<file path="src/rtl/regfile_pkg.sv">
// -----------------------------------------------------------------------------
// regfile_pkg
// Shared constants and types for the 32x64 integer register file slice.
//   DATA_W   : register width in bits
//   NUM_REGS : number of architectural registers (5-bit select fields)
//   SEL_W    : width of every register select field
//   ZERO_REG : index hardwired to zero (never written, never busy)
// -----------------------------------------------------------------------------
package regfile_pkg;

  localparam int DATA_W   = 64;
  localparam int NUM_REGS = 32;
  localparam int SEL_W    = 5;
  localparam int ZERO_REG = 31;

  typedef logic [SEL_W-1:0]  reg_sel_t;
  typedef logic [DATA_W-1:0] reg_word_t;

  // True when a select field addresses the hardwired zero register.
  function automatic logic is_zero_reg(input reg_sel_t sel);
    return (sel == reg_sel_t'(ZERO_REG));
  endfunction

endpackage : regfile_pkg

</file>
<file path="src/rtl/reg_write_decoder.sv">
// -----------------------------------------------------------------------------
// reg_write_decoder
// 5-to-32 one-hot decoder with an active-high enable. Used for both the
// register write strobes and the scoreboard busy-set strobes.
// Ports:
//   en     : input,  decode enable; all outputs low when 0
//   sel    : input,  index to decode
//   onehot : output, onehot[i] = en & (sel == i)
// -----------------------------------------------------------------------------
module reg_write_decoder
  import regfile_pkg::*;
(
  input  logic                en,
  input  logic [SEL_W-1:0]    sel,
  output logic [NUM_REGS-1:0] onehot
);

  for (genvar gi = 0; gi < NUM_REGS; gi++) begin : g_dec
    assign onehot[gi] = en & (sel == SEL_W'(gi));
  end

endmodule : reg_write_decoder

</file>
<file path="src/rtl/reg_file_32x64.sv">
// -----------------------------------------------------------------------------
// reg_file_32x64
// 32-entry x 64-bit integer register file with two combinational read ports,
// one write port and a per-register busy scoreboard. Sits between write-back
// (producer) and decode/operand fetch (consumer). Register ZERO_REG reads as
// zero, discards writes and is never busy.
// Ports:
//   clock, reset          : rising-edge clock, asynchronous active-high reset
//   wr_en/wr_sel/wr_data  : write-back port (also clears the busy bit)
//   rd_sel_a/rd_data_a    : read port A, combinational
//   rd_sel_b/rd_data_b    : read port B, combinational
//   mark_en/mark_sel      : issue marks a destination register busy
//   busy_a/busy_b         : selected operand still has a pending producer
//   stall                 : busy_a | busy_b
// -----------------------------------------------------------------------------
module reg_file_32x64
  import regfile_pkg::*;
#(
  parameter int DATA_W   = regfile_pkg::DATA_W,
  parameter int NUM_REGS = regfile_pkg::NUM_REGS,
  parameter int ZERO_REG = regfile_pkg::ZERO_REG,
  parameter bit BYPASS   = 1'b1
) (
  input  logic              clock,
  input  logic              reset,
  input  logic              wr_en,
  input  logic [SEL_W-1:0]  wr_sel,
  input  logic [DATA_W-1:0] wr_data,
  input  logic [SEL_W-1:0]  rd_sel_a,
  input  logic [SEL_W-1:0]  rd_sel_b,
  output logic [DATA_W-1:0] rd_data_a,
  output logic [DATA_W-1:0] rd_data_b,
  input  logic              mark_en,
  input  logic [SEL_W-1:0]  mark_sel,
  output logic              busy_a,
  output logic              busy_b,
  output logic              stall
);

  // ---------------------------------------------------------------------------
  // Strobe decode
  // ---------------------------------------------------------------------------
  logic [NUM_REGS-1:0] we;
  logic [NUM_REGS-1:0] mark;

  reg_write_decoder u_wr_dec (
    .en     (wr_en),
    .sel    (wr_sel),
    .onehot (we)
  );

  reg_write_decoder u_mark_dec (
    .en     (mark_en),
    .sel    (mark_sel),
    .onehot (mark)
  );

  // ---------------------------------------------------------------------------
  // Register array. The zero-register entry is never written, so it holds the
  // reset value forever; the read mux also forces it to zero explicitly.
  // ---------------------------------------------------------------------------
  logic [DATA_W-1:0] regs_reg [NUM_REGS];

  always_ff @(posedge clock or posedge reset) begin
    if (reset) begin
      for (int i = 0; i < NUM_REGS; i++) begin
        regs_reg[i] <= '0;
      end
    end else begin
      for (int i = 0; i < NUM_REGS; i++) begin
        if (we[i] && (i != ZERO_REG)) begin
          regs_reg[i] <= wr_data;
        end
      end
    end
  end

  // ---------------------------------------------------------------------------
  // Busy scoreboard. Clear-then-set ordering makes a same-index mark win over
  // a write-back: the mark belongs to a newer producer.
  // ---------------------------------------------------------------------------
  logic [NUM_REGS-1:0] busy_reg;
  logic [NUM_REGS-1:0] busy_next;

  for (genvar gi = 0; gi < NUM_REGS; gi++) begin : g_busy
    if (gi == ZERO_REG) begin : g_zero
      assign busy_next[gi] = 1'b0;
    end else begin : g_norm
      assign busy_next[gi] = (busy_reg[gi] & ~we[gi]) | mark[gi];
    end
  end

  always_ff @(posedge clock or posedge reset) begin
    if (reset) begin
      busy_reg <= '0;
    end else begin
      busy_reg <= busy_next;
    end
  end

  // ---------------------------------------------------------------------------
  // Read ports. Priority: zero register, then same-cycle write forward, then
  // the stored value.
  // ---------------------------------------------------------------------------
  logic fwd_a;
  logic fwd_b;

  assign fwd_a = BYPASS && wr_en && (wr_sel == rd_sel_a);
  assign fwd_b = BYPASS && wr_en && (wr_sel == rd_sel_b);

  always_comb begin
    rd_data_a = regs_reg[rd_sel_a];
    if (rd_sel_a == SEL_W'(ZERO_REG)) begin
      rd_data_a = '0;
    end else if (fwd_a) begin
      rd_data_a = wr_data;
    end
  end

  always_comb begin
    rd_data_b = regs_reg[rd_sel_b];
    if (rd_sel_b == SEL_W'(ZERO_REG)) begin
      rd_data_b = '0;
    end else if (fwd_b) begin
      rd_data_b = wr_data;
    end
  end

  // A forwarded write satisfies the operand in the same cycle, so the reader
  // is not held up even though the busy bit only clears on the clock edge.
  assign busy_a = busy_reg[rd_sel_a] & ~fwd_a;
  assign busy_b = busy_reg[rd_sel_b] & ~fwd_b;
  assign stall  = busy_a | busy_b;

endmodule : reg_file_32x64

</file>
<file path="config.mk">
export PLATFORM = sky130hd
export DESIGN_NAME = reg_file_32x64
export DESIGN_NICKNAME = d
export VERILOG_FILES = /design/src/rtl/regfile_pkg.sv /design/src/rtl/reg_write_decoder.sv /design/src/rtl/reg_file_32x64.sv
export SDC_FILE = /design/constraint.sdc
export NUM_CORES = 2
export LEC_CHECK = 0
export BUFFER_PORTS_ARGS = -buffer_cell sky130_fd_sc_hd__buf_4
export CAP_MARGIN = 20
export CORE_MARGIN = 5
export CORE_UTILIZATION = 34
export DETAILED_ROUTE_END_ITERATION = 10
export PLACE_DENSITY_LB_ADDON = 0.25
export SLEW_MARGIN = 10
export SYNTH_ARGS = -nofsm -noshare
export SYNTH_HDL_FRONTEND = slang
export SYNTH_SLANG_ARGS = --single-unit
</file>
<file path="constraint.sdc">
create_clock -name clock -period 89.3 [get_ports clock]
set_input_delay 26.79 -clock clock [delete_from_list [all_inputs] [get_ports clock]]
set_output_delay 26.79 -clock clock [all_outputs]
set_load 0.01 [all_outputs]
</file>
---- Yosys cells after proc, flatten, opt, wreduce, memory -nomap -nowiden ----
Cells that the tools add are included.
operators by class
  $lt $le $gt $ge ......................... 4
  eq/ne operators ......................... 64
  muxes and demuxes ....................... 14
  bitwise operators ....................... 162
  reduce and logical (&&, ||, !) cells .... 4
operator list
  kind                number
  $bmux 64 s5         2
  $mux 64             8
  $eq 5x5->1 const B  32
  $and 1x1->1         95
  $eq 5x4->1 const B  16
  $eq 5x3->1 const B  8
  $not 1->1           33
  $or 1x1->1          32
  $eq 5x2->1 const B  4
  $ge 6x6->1 const B  2
  $lt 5x6->1 const B  2
  $not 5->6           2
  $bmux 1 s5          2
  $eq 5x1->1 const B  2
  $eq 5x5->1          2
  $logic_not 5->1     2
  $logic_and 1x1->1   2
  $mux 1              2
word-level totals
  flip-flop bits (word level) ............. 2,015
  input port bits ......................... 88
  output and inout port bits .............. 131
  logic and storage cells ................. 280

---- Depth between registers and ports, before layout ----
  word-level depth ........................ 6
  mapped depth ............................ 9
  mapped depth without buffers ............ 5

---- Cells and area by module ----
Synthesis repeated with hierarchy kept, for this count alone.
unflattened totals
  cell total of the unflattened synthesis .. 7,453
  area, all modules ....................... 108,358.9 um2
modules (own cells, without submodules)
  module             instances  cells each  area each (um2)  seq. area each (um2)
  reg_file_32x64     1          7,359       107,891.0        50,423.4
  reg_write_decoder  2          47          234.0            0.0

---- Worst setup path after synthesis ----
Ideal clock, no wire load.
  path kind ............................... input -> output
  from .................................... input rd_sel_a[2]
  to ...................................... output rd_data_a[14]
  arrival time ............................ 28,464 ps
  required time ........................... 62,510 ps
  path slack .............................. 34,046 ps
  cell stages on the path ................. 8
  path buffers ............................ 4
  cell sequence ........................... buf_2 -> buf_2 -> buf_2 -> buf_2 -> mux4_2 -> a22oi_1 -> o31ai_1 -> a32o_1
on the way
  longest elaborated chain between the ends .. 6
  elaborated cells between the ends (all ways) .. 9
  those cells by class .................... 2 x eq/ne; 5 x mux; 1 x bitwise; 1 x reduce/logical
RTL lines
  item                                         line                   RTL
  start: declaration                           reg_file_32x64.sv:29   input logic [SEL_W-1:0] rd_sel_a,
  $not 5->6 (implied by the code)              reg_file_32x64.sv:112  rd_data_a = regs_reg[rd_sel_a];
  $bmux 64 s5                                  reg_file_32x64.sv:112
  $mux 64 (implied by the code) (2 in series)  reg_file_32x64.sv:112
  $mux 64                                      reg_file_32x64.sv:115  end else if (fwd_a) begin
  $mux 64 *                                    reg_file_32x64.sv:113  if (rd_sel_a == SEL_W'(ZERO_REG)) begin
  end: declaration                             reg_file_32x64.sv:31   output logic [DATA_W-1:0] rd_data_a,
Mark *: on every way between the ends. The rest lies on a longest branch, timed or not. The select of a mux whose other input is x is not followed.

---- Final worst setup path ----
  from .................................... input rd_sel_a[1]
  to ...................................... output rd_data_a[39]
Same word-level chain as after synthesis.

==> results.toml <==
[run_status]
outcome = "completed"

[synth]
synth_edf_count = 0
syn_area_mm2 = 0.1077
synth-async-reset-ratio = 1.000
seq_area_frac_synth = 0.4680
synthCells = 7377
syn_area_per_cell_um2 = 14.60
yosys.cell_types.count = 61
synth_fa_ha_area_frac = 0
yosys_most_used_dff = "dfrtp_1"
synth_area_leaders = "dfrtp_1, mux2_2, mux4_2"
synth_top_family_by_area = "multiplexers"
synth_nets = 7465
synthXorXnorAreaFrac = 0.0008129
yosys_warnings = 64
synth_top_cell_by_area = "dfrtp_1"
muxShareOfSynthArea = 0.4139
ys_seq_elements = 2015
synth_top_area_share = 0.4680
yosys.area_share.simple = 0.02216
synth_compound_gate_area_share = 0.05709

[critical_path]
reg2regPathDepth = 1
path_cells = "buf_8 > buf_4 > buf_4 > buf_4 > mux4_2 > o22ai_1 > a2111oi_0 > a32o_1 > buf_4"
r2r_end = "regs_reg[648]"
rr_startpoint = "regs_reg[648]"
rrSetupSlack_ns = 88.48
critical-path-top-delay-family = "buffers and inverters"
cp_common_cell = "buf_4"
crit_type = "in -> out"
cp_max_fo = 56
cp_data_required_time_ns = 62.51
slowest_stage = "buf_4"
cp-end-kind = "primary output"
critPathMaxStageDelay_ns = 0.94
cp_num_buf_inv = 5
worstPathArrival_ns = 31.53
cp-start-kind = "primary input"

[final_layout]
drive_above_1_share = 0.4932
nFillCells = 29381
syn2layout_area_growth_pct = 11.53
register_area_mm2 = 0.05042
fin_cells = 11530
largest_reg_flops = 1984
nets = 7258
multi_input_area_mm2 = 0.05360

[sta]
slew_headroom = 0.2012
tns_ns = 0
timing.fmax_ghz = 0.01715
setup_slack_ns = 30.98
finalHoldViolations = 0
worstMarginPinSlew_ns = 1.196
finalCritPeriodShare = 0.6530
fin_worst_hold_slack_ns = 0.5081
finalSetupViolations = 0
finalClockSkew_ns = 0
slew_viol_final = 0
period_needed_ns = 58.32
rsz0062_at_grt = "false"

[clocking]
cts_resized = 0
cts_sinks = 2015
path_clk_slew_ns = 0.06
postCtsHoldBufs = 0
cts_setup_buffers = 0
clockRootBuffer = "clkbuf_16"
cts_buffers = 226
cts_buffer_depth = 4
htree_levels = 4
tritoncts = "done"
worstSkewPairLatency_ns = 0.87

[die]
start_util = 0.3418
die_w_um = 572.9
core_mm2 = 0.3152
io_pins = 219
die_h_um = 572.9
die_area_mm2 = 0.3282
row_count = 206

[power_and_ir_drop]
ir_drop_v = 0.00001519
pwr-share-clk = 0.344
seqPwrFrac = 0.448
comb_power_share = 0.208
cell_internal_pwr_mw = 1.971
p_sw_mw = 0.7664
total_power_mw = 2.737
switching_share = 0.2800
p_leak_nw = 51.27
p_per_area_mw_per_mm2 = 22.78

[job]
cap_viol_max_count = 0

[routing]
wirelength_um = 403500
viasPerCell = 6.237
antenna_left = 0
drt-wirelength-per-cell_um = 34.99
drc_errors = 0
drt_iter0_drc = 7434
first_pass_iters = 6
vias = 71916

[grt]
grt_util_all_layers = 0.2397
grt_pass1_vias = 74507
grt_max_degree = 175
overflow = 0
antenna_found_initial = 49
grt_pass1_wl_um = 575200

[placed_design]
gp_congestion = 0.7926
preCtsSetupSlack_ns = 31.02
dp.cells = 11098
portBuffers = 218
post-dp-hpwl_um = 219800

[min_path]
hold_path.class = "reg -> reg"
hold_path_end = "regs_reg[659]"
min-delay-start = "regs_reg[659]"
holdPathStages = 1
==> power by group through the flow <==
stage | Clock [mW] | Combinational, mW | Sequential (mW)
after floorplan | 0 | 0.440 | 1.20
after global placement | 0 | 0.559 | 1.22
after detailed placement | 0 | 0.571 | 1.24
after CTS | 0.959 | 0.572 | 1.22
after global routing | 0.991 | 0.612 | 1.25
final | 0.942 | 0.569 | 1.23
==> how the worst max path moves through the flow <==
stage,slack [ns],startpoint,cells after the start,to
floorplan,5.60,reset,1,busy_reg[0]
global placement,31.05,rd_sel_b[0],9,rd_data_b[15]
detailed placement,31.02,rd_sel_a[1],9,rd_data_a[39]
CTS,31.02,rd_sel_a[1],9,rd_data_a[39]
global route,30.79,rd_sel_b[0],9,rd_data_b[12]
finish,30.98,rd_sel_a[1],9,rd_data_a[39]
==> placed cells by master (no fill, tap or decap), drive strengths merged, types with 24 or more instances in the layout <==
| master | instances |
|---|---|
| mux4 | 904 |
| o221ai | 62 |
| clkinv | 48 |
| o22ai | 223 |
| mux2 | 1944 |
| nor2 | 130 |
| nand2 | 204 |
| a22o | 90 |
| a32o | 49 |
| inv | 72 |
| clkbuf | 340 |
| mux2i | 216 |
| a22oi | 62 |
| nor2b | 34 |
| buf | 391 |
| dfrtp | 2015 |
| diode | 24 |
| nor3 | 77 |
| o2bb2ai | 35 |
| a211oi | 51 |
| a31oi | 30 |
| o21ai | 165 |
==> metrics by stage <==
stage          utilization  area, um2
2_1_floorplan            -     107700
3_3_place_gp        0.3574     112700
3_5_place_dp        0.3574     112700
4_1_cts             0.3807     120000
5_1_grt             0.3810     120100
6_report            0.3812     120200
==> final cells by class <==
class / count / area share
Clock inverter: 64 / 0.005269
Timing Repair Buffer: 391 / 0.02721
Tap cell: 4160 / 0.04332
Antenna cell: 24 / 0.0004998
Sequential cell: 2015 / 0.4197
Clock buffer: 340 / 0.05580
Inverter: 67 / 0.002197
Multi-Input combinational cell: 4469 / 0.4461
==> synth_stat cells (39+ instances only) <==
cell and instances:
dfrtp_1 2015, mux2_2 1856, mux4_2 904, buf_2 356
clkbuf_1 314, o22ai_1 223, mux2i_1 216, nand2_1 204
o21ai_0 163, nor2_1 121, a22o_1 90, buf_1 90
nor3_1 77, inv_1 66, a22oi_1 62, o221ai_1 62
buf_4 52, a211oi_1 51, a32o_1 49, mux2_4 49
mux2_1 39
==> per-layer routing <==
metal / global-route usage / vias up / share of wire
met5: 0 / - / 0.00037
met1: 0.3292 / 39632 / 0.42
met2: 0.3737 / 3203 / 0.46
met3: 0.05508 / 788 / 0.085
met4: 0.08391 / 28 / 0.039
li1: - / 28265 / -
==> kinds of logic (layout without fill, tap and decap cells) <==
kind of cell           Yosys count  in the layout
multiplexers                  3064           3064
flip-flops                    2015           2015
buffers and inverters          893            862
AO/OA/AOI/OAI                  866            866
AND/OR/NAND/NOR                529            529
XOR/XNOR                        10             10
other                            0             24
No activity file was read; power rests on OpenSTA's default activity.
